[src/rtl/parking_pkg.sv]
// Shared types and helpers for the parking slot allocator.
// Holds the entry FSM state encoding, default sizing constants and a popcount
// helper that is also used by the downstream occupancy counter.
package parking_pkg;

    // Entry FSM state encoding (legacy-compatible constants)
    typedef logic [1:0] alloc_state_t;

    localparam alloc_state_t IDLE   = 2'd0;
    localparam alloc_state_t GRANT  = 2'd1;
    localparam alloc_state_t OPEN   = 2'd2;
    localparam alloc_state_t REJECT = 2'd3;

    localparam int unsigned DEFAULT_NUM_SLOTS        = 8;
    localparam int unsigned DEFAULT_GATE_OPEN_CYCLES = 4;

    // Counts set bits of a vector of up to 16 slots; callers zero-extend
    function automatic logic [4:0] popcount(input logic [15:0] vec);
        logic [4:0] cnt;
        cnt = '0;
        for (int i = 0; i < 16; i++) begin
            cnt = cnt + 5'(vec[i]);
        end
        return cnt;
    endfunction

endpackage

[src/rtl/parking_free_finder.sv]
// Combinational free-slot search over the occupancy vector.
// Build option PARKING_RR_ALLOC_EN: search starts at 'start' and wraps from
// NUM_SLOTS-1 to 0 (round-robin). Without it the lowest-index free slot wins
// and 'start' is ignored.
module parking_free_finder
    import parking_pkg::*;
#(
    parameter int unsigned NUM_SLOTS = DEFAULT_NUM_SLOTS,
    parameter int unsigned SLOT_W    = $clog2(NUM_SLOTS)
) (
    input  logic [NUM_SLOTS-1:0] occupancy,
    input  logic [SLOT_W-1:0]    start,
    output logic                 found,
    output logic [SLOT_W-1:0]    slot
);

`ifdef PARKING_RR_ALLOC_EN
    int unsigned idx;

    // First free slot at or after start, wrapping around the lot
    always_comb begin
        found = 1'b0;
        slot  = '0;
        idx   = 0;
        for (int unsigned k = 0; k < NUM_SLOTS; k++) begin
            idx = 32'(start) + k;
            if (idx >= NUM_SLOTS) begin
                idx = idx - NUM_SLOTS;
            end
            if (!found && !occupancy[SLOT_W'(idx)]) begin
                found = 1'b1;
                slot  = SLOT_W'(idx);
            end
        end
    end
`else
    logic unused_start;
    assign unused_start = ^start;

    // Lowest-index free slot
    always_comb begin
        found = 1'b0;
        slot  = '0;
        for (int unsigned i = 0; i < NUM_SLOTS; i++) begin
            if (!found && !occupancy[SLOT_W'(i)]) begin
                found = 1'b1;
                slot  = SLOT_W'(i);
            end
        end
    end
`endif

endmodule

[src/rtl/parking_slot_allocator.sv]
// Parking lot entry/exit controller: owns the occupancy vector, grants free
// slots to arriving cars, drives the entry gate and releases exiting slots.
// Build option PARKING_RR_ALLOC_EN selects round-robin slot allocation with a
// start pointer; default build uses lowest-index allocation.
module parking_slot_allocator
    import parking_pkg::*;
#(
    parameter int unsigned NUM_SLOTS        = DEFAULT_NUM_SLOTS,
    parameter int unsigned GATE_OPEN_CYCLES = DEFAULT_GATE_OPEN_CYCLES,
    parameter int unsigned SLOT_W           = $clog2(NUM_SLOTS)
) (
    input  logic                 clk,
    input  logic                 rst_n,
    input  logic                 entry_req,
    output logic                 entry_ack,
    output logic [SLOT_W-1:0]    entry_slot,
    output logic                 entry_full,
    output logic                 gate_open,
    input  logic                 exit_req,
    input  logic [SLOT_W-1:0]    exit_slot,
    output logic                 exit_ack,
    output logic                 exit_err,
    output logic [NUM_SLOTS-1:0] occupancy,
    output logic [SLOT_W:0]      free_count
);

    localparam int unsigned CNT_W = $clog2(GATE_OPEN_CYCLES + 1);

    alloc_state_t          state_q, state_d;
    logic [NUM_SLOTS-1:0]  occ_q, occ_d;
    logic [SLOT_W:0]       free_q, free_d;
    logic [CNT_W-1:0]      cnt_q, cnt_d;
    logic                  ack_q, ack_d;
    logic                  full_q, full_d;
    logic                  gate_q, gate_d;
    logic [SLOT_W-1:0]     slot_q, slot_d;

    logic                  found;
    logic [SLOT_W-1:0]     found_slot;
    logic [SLOT_W-1:0]     start_ptr;
    logic                  exit_valid;
    logic                  exit_hit;

`ifdef PARKING_RR_ALLOC_EN
    logic [SLOT_W-1:0]     ptr_q, ptr_d;
    assign start_ptr = ptr_q;
`else
    assign start_ptr = '0;
`endif

    // Search runs on the registered (pre-exit) occupancy, so a slot freed this
    // cycle neither affects the full decision nor the grant choice.
    parking_free_finder #(
        .NUM_SLOTS (NUM_SLOTS),
        .SLOT_W    (SLOT_W)
    ) u_free_finder (
        .occupancy (occ_q),
        .start     (start_ptr),
        .found     (found),
        .slot      (found_slot)
    );

    assign exit_valid = {1'b0, exit_slot} < (SLOT_W + 1)'(NUM_SLOTS);
    assign exit_hit   = exit_valid && occ_q[exit_slot];

    // Exit handling and entry FSM next-state; grant and exit never hit the same slot
    always_comb begin
        occ_d    = occ_q;
        exit_ack = 1'b0;
        exit_err = 1'b0;
        state_d  = state_q;
        cnt_d    = cnt_q;
        ack_d    = 1'b0;
        full_d   = 1'b0;
        gate_d   = 1'b0;
        slot_d   = slot_q;
`ifdef PARKING_RR_ALLOC_EN
        ptr_d    = ptr_q;
`endif

        if (exit_req) begin
            if (exit_hit) begin
                exit_ack         = 1'b1;
                occ_d[exit_slot] = 1'b0;
            end else begin
                exit_err = 1'b1;
            end
        end

        case (state_q)
            IDLE: begin
                if (entry_req) begin
                    state_d = found ? GRANT : REJECT;
                end
            end
            GRANT: begin
                occ_d[found_slot] = 1'b1;
                ack_d             = 1'b1;
                slot_d            = found_slot;
                cnt_d             = CNT_W'(GATE_OPEN_CYCLES);
                state_d           = OPEN;
`ifdef PARKING_RR_ALLOC_EN
                ptr_d = (32'(found_slot) == NUM_SLOTS - 1) ? '0 : found_slot + 1'b1;
`endif
            end
            OPEN: begin
                if (cnt_q != '0) begin
                    gate_d = 1'b1;
                    cnt_d  = cnt_q - 1'b1;
                end else begin
                    state_d = IDLE;
                end
            end
            REJECT: begin
                full_d  = 1'b1;
                state_d = IDLE;
            end
            default: state_d = IDLE;
        endcase

        free_d = (SLOT_W + 1)'(NUM_SLOTS) - (SLOT_W + 1)'(popcount(16'(occ_d)));
    end

    // State and output registers with synchronous active-low reset
    always_ff @(posedge clk) begin
        if (!rst_n) begin
            state_q <= IDLE;
            occ_q   <= '0;
            free_q  <= (SLOT_W + 1)'(NUM_SLOTS);
            cnt_q   <= '0;
            ack_q   <= 1'b0;
            full_q  <= 1'b0;
            gate_q  <= 1'b0;
            slot_q  <= '0;
`ifdef PARKING_RR_ALLOC_EN
            ptr_q   <= '0;
`endif
        end else begin
            state_q <= state_d;
            occ_q   <= occ_d;
            free_q  <= free_d;
            cnt_q   <= cnt_d;
            ack_q   <= ack_d;
            full_q  <= full_d;
            gate_q  <= gate_d;
            slot_q  <= slot_d;
`ifdef PARKING_RR_ALLOC_EN
            ptr_q   <= ptr_d;
`endif
        end
    end

    assign entry_ack  = ack_q;
    assign entry_full = full_q;
    assign entry_slot = slot_q;
    assign gate_open  = gate_q;
    assign occupancy  = occ_q;
    assign free_count = free_q;

endmodule

[config.mk]
export PLATFORM = sky130hd
export DESIGN_NAME = parking_slot_allocator
export DESIGN_NICKNAME = d
export VERILOG_FILES = /design/src/rtl/parking_pkg.sv /design/src/rtl/parking_free_finder.sv /design/src/rtl/parking_slot_allocator.sv
export SDC_FILE = /design/constraint.sdc
export NUM_CORES = 1
export LEC_CHECK = 0
export BUFFER_PORTS_ARGS = -buffer_cell sky130_fd_sc_hd__buf_2
export CAP_MARGIN = 30
export CORE_ASPECT_RATIO = 1.1
export CORE_MARGIN = 3
export CORE_UTILIZATION = 54
export CTS_CLUSTER_DIAMETER = 40
export CTS_CLUSTER_SIZE = 14
export DETAILED_ROUTE_END_ITERATION = 6
export GPL_TIMING_DRIVEN = 0
export PLACE_DENSITY_LB_ADDON = 0.25
export SYNTH_ARGS = -nofsm -noshare
export SYNTH_HDL_FRONTEND = slang
export SYNTH_SLANG_ARGS = --single-unit
[constraint.sdc]
create_clock -name clk -period 4.4 [get_ports clk]
set_input_delay 0.44 -clock clk [delete_from_list [all_inputs] [get_ports clk]]
set_output_delay 0.44 -clock clk [all_outputs]
set_load 0.005 [all_outputs]
==> metrics, run 1 <==
outcome complete, no violations; Final Wtd Congestion 0.869; Post-Synth Simple-Gate Area 21.1%; nets@finish around 200; Synth Instances ~150; core area approximately 2300 um2; Slew HR 70.9%; final worst path period share 80.7%; count of cell types in the netlist 42; RR Startpoint occupancy[1]; register area share after synthesis between 30 and 40%; Setup crit end kind flop; drt wl/cell 13.4 um; Fmax 282 MHz; Pleak between 0.0006 and 0.0007 uW; M1 wire length 1180 um; Worst Setup Start Kind flop; placed insts 205; antenna violations before repair 0; pins over their slew limit 0; Synth Net Count approximately 170; chip width approximately 53 um; initial DRC count 29; share of layout cells above drive strength 1 24.6%; worst slew pin tran about 440 ps; largest family of logic cells by synthesized area compound AO/OA/AOI/OAI gates; clock sinks 23; synth top area cells dfxtp_1, fa_1, ha_1; Reg2Reg Depth 14; total wire length 2800 um; worst hold path depth 2; Sequential Power Share 57.6%; Worst Hold End free_count[3]; Synth Area in Adders 11.7%; htree depth 1; HP Class input pin to flop; RSZ-0062 raised after global routing no; Post-Synth XOR/XNOR Area 0%; mux cell area share after synthesis 2.64%; Port Buffer Count 24; clock power share 23.9%; die height 58.0 um; vias per inst 5.56; ys async rst share 0%; CTS max path bufs 2; site row count 18; Sw Share 26.2%; hpwl dp 2230 um; DRT Pass-1 Iters 4; WL met3 136 um; Mapped Area ~1300 um2; Initial Utilization 57.8%; CTS tree done; Total GRT Usage 20.5%; Post-synth EDFFs 0; # hold bufs at CTS 0; Synth top area share 34.7%; Final Non-Filler Cells roughly 210; #FFs+latches synth 23; die area between 3000 and 4000 um2; area leader, netlist dfxtp_1; reg2reg end free_count[2]; Max IR drop VDD roughly 0.24 mV; Met2 Routed Length about 1400 um; setup violators final 0; n_diodes 0; Max-Cap Viols 0; antenna-violating nets left 0; Critical Path AT 3750 ps; endpoints failing hold 0; via count 1161; clk_skew 4.41 ps; DR DRC count 0; Clock Pin Slew Worst Setup and Hold Paths 110 ps; compound-gate portion of the synthesized area 21.3%; NetSw 101 uW; Synthesis Warnings 0; setup_tns 0 ps; first-pass GRT wire length around 4800 um; min cycle time layout 3550 ps; Cell Int Power about 290 uW; io pins 27; P per Cell Area 255 nW/um2; largest net degree at the start of global routing 13; combinational power share 18.5%; crit-path max FO 9; min-delay src rst_n; PostCTS Resize Cnt 0; Synth-to-Final Area Change 13.8%; CTS Buf Count 3; total global routing overflow 0; post-CTS setup buffer count 0; Post-Syn Area per Cell 8.80 um2; Setup Crit Path Kind flop to flop; Post-synth top flop dfxtp_1; Reg2Reg Setup Slack 850 ps; uppermost routed layer met4; vias in the first global route 1114; Clock Latency Late Sink 300 ps; Required @ worst endpoint ~4600 ps; root buf cell clkbuf_4
==> power by group through the flow <==
stage	sequential [uW]	combinational (uW)	clock [uW]
6_report	223	71.3	92.5
5_1_grt	224	81.2	111
2_1_floorplan	228	47.9	0
3_5_place_dp	227	71.9	0
4_1_cts	223	72.4	99.3
3_3_place_gp	227	69.0	0
==> synthesized netlist by cell type, types with 3 or more instances <==
master / instances
nand2b_1: 3
a31oi_1: 5
buf_4: 3
a32oi_1: 3
dfxtp_1: 23
nor2_1: 15
nand4_1: 3
and2_1: 5
fa_1: 4
ha_1: 6
buf_2: 5
nand2_1: 11
a21oi_1: 8
nor2b_1: 5
inv_1: 13
o21ai_0: 6
==> per-layer routing <==
metal | global-route usage [%] | up-vias
li1 | - | 584
met1 | 24.9 | 537
met2 | 35.2 | 34
met3 | 3.34 | 6
met4 | 8.39 | 0
met5 | 0 | -
==> per-stage QoR <==
stage | area, um2 | worst slack, ps | total power, uW | hold WS, ps | util (%)
4_1_cts | 1510 | 841 | 394 | 359 | 65.8
5_1_grt | 1510 | 659 | 416 | 358 | 65.8
6_report | 1510 | 850 | 386 | 369 | 65.8
3_3_place_gp | 1490 | 935 | 296 | 490 | 64.7
3_5_place_dp | 1490 | 877 | 299 | 486 | 64.7
2_1_floorplan | 1330 | 1060 | 276 | 491 | -
==> final cells by class <==
cell class	count	area, um2
plain buffers	11	66.3
inverters	13	48.8
clock buffers	4	26.3
flip-flops and latches	23	460
well taps	30	37.5
multi-input cells	104	753
repair buffers	24	120
fillers	231	785
==> state kept, by name (all words and copies together) (netlist names) <==
signal and flops:
occupancy 8, gate_open 1, free_count 4, state_q 2, entry_slot 3, entry_full 1
cnt_q 3, entry_ack 1
==> worst max-delay path, stage by stage (launching register included) <==
cell and delay (ps):
dfxtp_1 360, buf_4 170, inv_1 60, o221a_2 310, o211ai_1 240, nand2_1 110, fa_1 550, inv_1 50
ha_1 210, fa_1 510, inv_1 60, fa_1 410, inv_1 70, ha_1 210, and2_1 150
==> logic make-up after synthesis <==
logic type	Yosys count
buffers and inverters	24
AOI/OAI and AO/OA	39
muxes	3
and+or+nand+nor	52
DFF	23
adders and majority gates	10
==> worst max-delay path by stage <==
stage	start	to	slack [ps]	cells past startpoint
4_1_cts	occupancy[1]	free_count[2]	840	14
6_report	occupancy[1]	free_count[2]	850	14
3_5_place_dp	occupancy[1]	free_count[2]	880	14
3_3_place_gp	occupancy[1]	free_count[2]	940	14
2_1_floorplan	occupancy[1]	free_count[2]	1060	14
5_1_grt	occupancy[1]	free_count[2]	660	14
==> placed cells by master (no fill, tap or decap), drive strengths merged, types with 4 or more instances in the layout <==
cell type  instances
a31oi              5
ha                 6
clkbuf             6
nand2             11
and2               5
nor2b              5
o21ai              6
dfxtp             23
fa                 4
nor2              16
a21oi              8
buf               33
inv               13
No activity file was read; power rests on OpenSTA's default activity.
==> run 2: changes to the inputs <==
Clock period 4.4 ns to 3.3 ns, I/O delays scaled along.
==> metrics, run 2 (synthesis results as in run 1) <==
outcome complete, no violations; die area 3090 um2 (unchanged); HP Class input pin to flop; Clock Pin Slew Worst Setup and Hold Paths 120 ps (about the same); pins over their slew limit 0 (unchanged); Critical path buffers and inverters 5 (unchanged); Slew HR 70.8% (-0.12 points); Synth-to-Final Area Change 28.5%; total global routing overflow 0 (unchanged); Setup crit end kind flop; first-pass GRT wire length 5200 um (+9.3%); # hold bufs at CTS 0 (unchanged); worst-path cell chain buf_6, nand4_1, buf_6, nor4_4, o211ai_1, nand2_1, fa_1, inv_1, ha_2, fa_1, inv_2, fa_2, inv_2, ha_4, and2_4; vias in the first global route 1188 (+6.6%); Seq. cell area 474 um2 (+3.0%); Reg2Reg Setup Slack 10 ps (-840 ps); total wire length 3500 um (+25%); antenna-violating nets left 0 (unchanged); crit-path max FO 6 (-3); Pleak 0.000719 uW (+8.1%); RSZ-0062 raised after global routing yes; Setup Crit Path Kind flop to flop; Max stage delay on crit path 550 ps (about the same); nets@finish 205 (+4.1%); Max-Cap Viols 0 (unchanged); chip width 53.3 um (unchanged); endpoints failing hold 0 (unchanged); share of layout cells above drive strength 1 39.0% (+14 points); Critical Path AT 3510 ps (-240 ps); CTS tree done; P per Cell Area 315 nW/um2 (+23%); io pins 27 (unchanged); site row count 18 (unchanged); root buf cell clkbuf_4; via count 1280 (+10%); Clock Latency Late Sink 310 ps (about the same); n_diodes 0 (unchanged); clk_skew 1.54 ps (-2.87 ps); final worst path period share 99.6% (+19 points); vias per inst 5.90 (+6.2%); Initial Utilization 57.8% (unchanged); die height 58.0 um (unchanged); slowest cell on the critical path fa_1; Fillers 178 (-23%); CTS max path bufs 2 (unchanged); DRT Pass-1 Iters 4 (unchanged); Worst Setup Start Kind flop; Required @ worst endpoint 3530 ps (-1070 ps); antenna violations before repair 0 (unchanged); Total GRT Usage 22.5% (+2.0 points); setup violators final 0 (unchanged); Max IR drop VDD 0.243 mV (+1.5%); most frequent cells in the layout buf_2, dfxtp_1, nor2_1, nand2_1, inv_1; Multi-input gate area 858 um2 (+14%); hpwl dp 2230 um (-0.25%); commonest non-fill, non-tap cell in the layout buf_2; Final Wtd Congestion 0.882 (+1.5%); reg2reg end free_count[2]; Final Non-Filler Cells 217 (+3.8%); clock sinks 23 (unchanged); min-delay src rst_n; placed insts 205 (unchanged); initial DRC count 39 (+34%); drt wl/cell 16.1 um (+21%); Worst Hold End free_count[3]; htree depth 1 (unchanged); min cycle time layout 3290 ps (-263 ps); CTS Buf Count 3 (unchanged); Port Buffer Count 24 (unchanged); largest net degree at the start of global routing 13 (unchanged); RR Startpoint occupancy[1]; max reg flops 8 (unchanged); DR DRC count 0 (unchanged); final core occ 74.3% (+8.5 points); core area 2300 um2 (unchanged); Fmax 304 MHz (+8.0%); top cell family by delay on the critical path adder cells; Reg2Reg Depth 15 (+1); worst hold path depth 2 (unchanged); worst slew pin tran 438 ps (+1.81 ps)
[run 2: layout make-up]
type                    instances  share of cell area, %
flip-flops and latches         23                   27.8
plain buffers                   9                   3.52
repair buffers                 34                   11.9
clock buffers                   4                   1.54
well taps                      30                   2.20
multi-input cells             104                   50.3
inverters                      13                   2.86
[run 2: per-layer routing]
metal  global-route usage, %  wire (um)  vias to the layer above
met5                       0          0                        -
met3                    3.60        197                       15
li1                        -          -                      605
met2                    38.0       1830                       53
met1                    27.6       1330                      607
met4                    10.2        138                        0
[run 2: where the power goes]
part           switching (uW)  internal, uW  total [uW]
sequential               9.04           290         299
clock                    84.0          47.3         131
combinational            58.2          50.1         108
total                     151           387         538
[run 2: timing repair]
item	4_1_cts	5_1_grt
resized for setup	12	21
endpoints found under the setup margin	2	3
setup buffers	2	8
pin swaps	5	10
[run 2: worst max path at each step]
stage | start | endpoint | depth (start not counted)
finish | occupancy[1] | free_count[2] | 15
global route | occupancy[2] | free_count[2] | 13
CTS | occupancy[1] | free_count[2] | 15
detailed placement | occupancy[1] | free_count[2] | 14
global placement | state_q[0] | free_count[2] | 14
floorplan | occupancy[1] | free_count[2] | 14
[run 2: metrics by stage]
step | setup TNS [ps] | instance area [um2] | hold slack (ps) | total power (uW) | worst slack [ps]
2_1_floorplan | 0 | 1330 | 403 | 368 | 12.6
3_3_place_gp | -111 | 1490 | 484 | 394 | -111
3_5_place_dp | -135 | 1490 | 504 | 399 | -135
4_1_cts | 0 | 1570 | 205 | 531 | 11.1
5_1_grt | -58.7 | 1710 | 208 | 566 | -58.7
6_report | 0 | 1710 | 206 | 538 | 13.3
==> run 3: changes to the inputs <==
Settings changed: CTS_BUF_LIST set to sky130_fd_sc_hd__clkbuf_4 sky130_fd_sc_hd__clkbuf_8 sky130_fd_sc_hd__clkbuf_16, GPL_ROUTABILITY_DRIVEN set to 0.
==> metrics, run 3 (synthesis results as in run 1) <==
clk_skew 7.87 ps (+6.33 ps); hpwl dp 2070 um (-7.1%); initial DRC count 31 (-21%); vias per inst 5.60 (-5.1%); P per Cell Area 319 nW/um2 (+1.3%); antenna violations before repair 0 (unchanged); drt wl/cell 14.2 um (-12%); worst slew pin tran 433 ps (-4.94 ps); antenna-violating nets left 0 (unchanged); n_diodes 0 (unchanged); Fmax 304 MHz (-0.14%); final worst path period share 99.7% (+0.14 points); Worst Hold End free_count[3]; share of layout cells above drive strength 1 39.5% (+0.42 points); Worst Setup Start Kind flop; pins over their slew limit 0 (unchanged); Total GRT Usage 20.7% (-1.8 points); via count 1203 (-6.0%); Setup Crit Path Kind flop to flop; min-delay src rst_n; vias in the first global route 1166 (-1.9%); HP Class input pin to flop; total wire length 3050 um (-13%); nets@finish 203 (-0.98%); Max-Cap Viols 0 (unchanged); total global routing overflow 0 (unchanged); # hold bufs at CTS 0 (unchanged); Reg2Reg Setup Slack 9 ps (about the same); Clock Latency Late Sink 310 ps (about the same); Required @ worst endpoint 3530 ps (about the same); die area 3090 um2 (unchanged); site row count 18 (unchanged); RR Startpoint occupancy[3]; endpoints failing hold 0 (unchanged); die height 58.0 um (unchanged); Final Non-Filler Cells 215 (-0.92%); Initial Utilization 57.8% (unchanged); Port Buffer Count 24 (unchanged); CTS tree done; CTS max path bufs 2 (unchanged); Reg2Reg Depth 14 (-1); core area 2300 um2 (unchanged); Critical Path AT 3520 ps (about the same); crit-path max FO 5 (-1); Pleak 0.000712 uW (-0.92%); Max IR drop VDD 0.320 mV (+32%); largest net degree at the start of global routing 13 (unchanged); reg2reg end free_count[2]; max reg flops 8 (unchanged); setup violators final 0 (unchanged); chip width 53.3 um (unchanged); setup_tns 0 ps (unchanged); DR DRC count 0 (unchanged); most frequent cells in the layout buf_2, dfxtp_1, nor2_1, buf_4, inv_1; Setup crit end kind flop; Slew HR 71.1% (+0.33 points); DRT Pass-1 Iters 4 (unchanged); CTS Buf Count 3 (unchanged); min cycle time layout 3290 ps (+4.50 ps); worst hold path depth 2 (unchanged); clock sinks 23 (unchanged); Clock Pin Slew Worst Setup and Hold Paths 120 ps (about the same); io pins 27 (unchanged); Synth-to-Final Area Change 26.1%; first-pass GRT wire length 4830 um (-7.2%); commonest non-fill, non-tap cell in the layout buf_2; RSZ-0062 raised after global routing yes; root buf cell clkbuf_4; outcome complete, no violations; placed insts 205 (unchanged); htree depth 1 (unchanged)
==> run 3: changes by cell type in the layout (fill, tap and decap cells not counted), moves of 2 or more <==
cell     delta
a31oi_1     +2
a31oi_2     -2
buf_6       -2
nand2_1     -2
nand2_2     +2
==> run 3: worst max-delay path, cell delays in order, from the launching register on <==
cell and delay (ps):
dfxtp_4 380, buf_12 120, nand4_1 160, nor4_2 70
o211ai_1 260, nand2_1 120, fa_1 550, inv_1 40
ha_2 180, fa_1 520, inv_2 40, fa_2 350
inv_2 70, ha_4 180, and2_4 140
==> run 3: layer usage <==
metal  routed length [um]  share of wire, %  up-vias  track usage [%]
li1                     -                 -      601                -
met1                 1280                42      549             24.7
met2                 1570                51       46             34.7
met3                  140               4.6        7             2.06
met4                   60               2.0        0             13.5
met5                    0                 0        -                0
==> run 3: worst max path at each step <==
stage,start,to,slack (ps),depth (start not counted)
2_1_floorplan,occupancy[1],free_count[2],10,14
3_3_place_gp,state_q[0],free_count[2],-100,14
3_5_place_dp,occupancy[1],free_count[2],-170,14
4_1_cts,occupancy[2],free_count[2],30,13
5_1_grt,occupancy[5],free_count[2],-120,13
6_report,occupancy[3],free_count[2],9,14
==> run 3: cell type report <==
type | instances | area [um2]
multi-input combinational | 104 | 828
timing repair buffer | 33 | 204
buffer | 8 | 51.3
fill | 179 | 622
sequential | 23 | 475
tap | 30 | 37.5
inverter | 13 | 48.8
clock buffer | 4 | 30.0
==> run 3: power by group <==
part           internal (uW)  switching, uW
clock                   55.4           80.4
sequential               289           7.32
combinational           47.5           54.8
total                    392            142
==> run 3: metrics by stage <==
stage,area [um2],setup slack [ps],total power [uW],hold slack (ps),utilization [%]
floorplan,1330,12.6,368,403,-
global route,1680,-119,568,197,72.9
CTS,1590,33.6,540,204,69.2
detailed placement,1490,-166,397,494,64.9
global placement,1490,-104,394,484,64.9
finish,1680,8.79,535,212,72.9
==> run 3: repair_timing <==
action / 4_1_cts / 5_1_grt
buffers inserted: 4 / 5
setup endpoints to repair: 2 / 3
pin swaps: 6 / 7
resized for setup: 14 / 15
hold endpoints to repair: 0 / 0
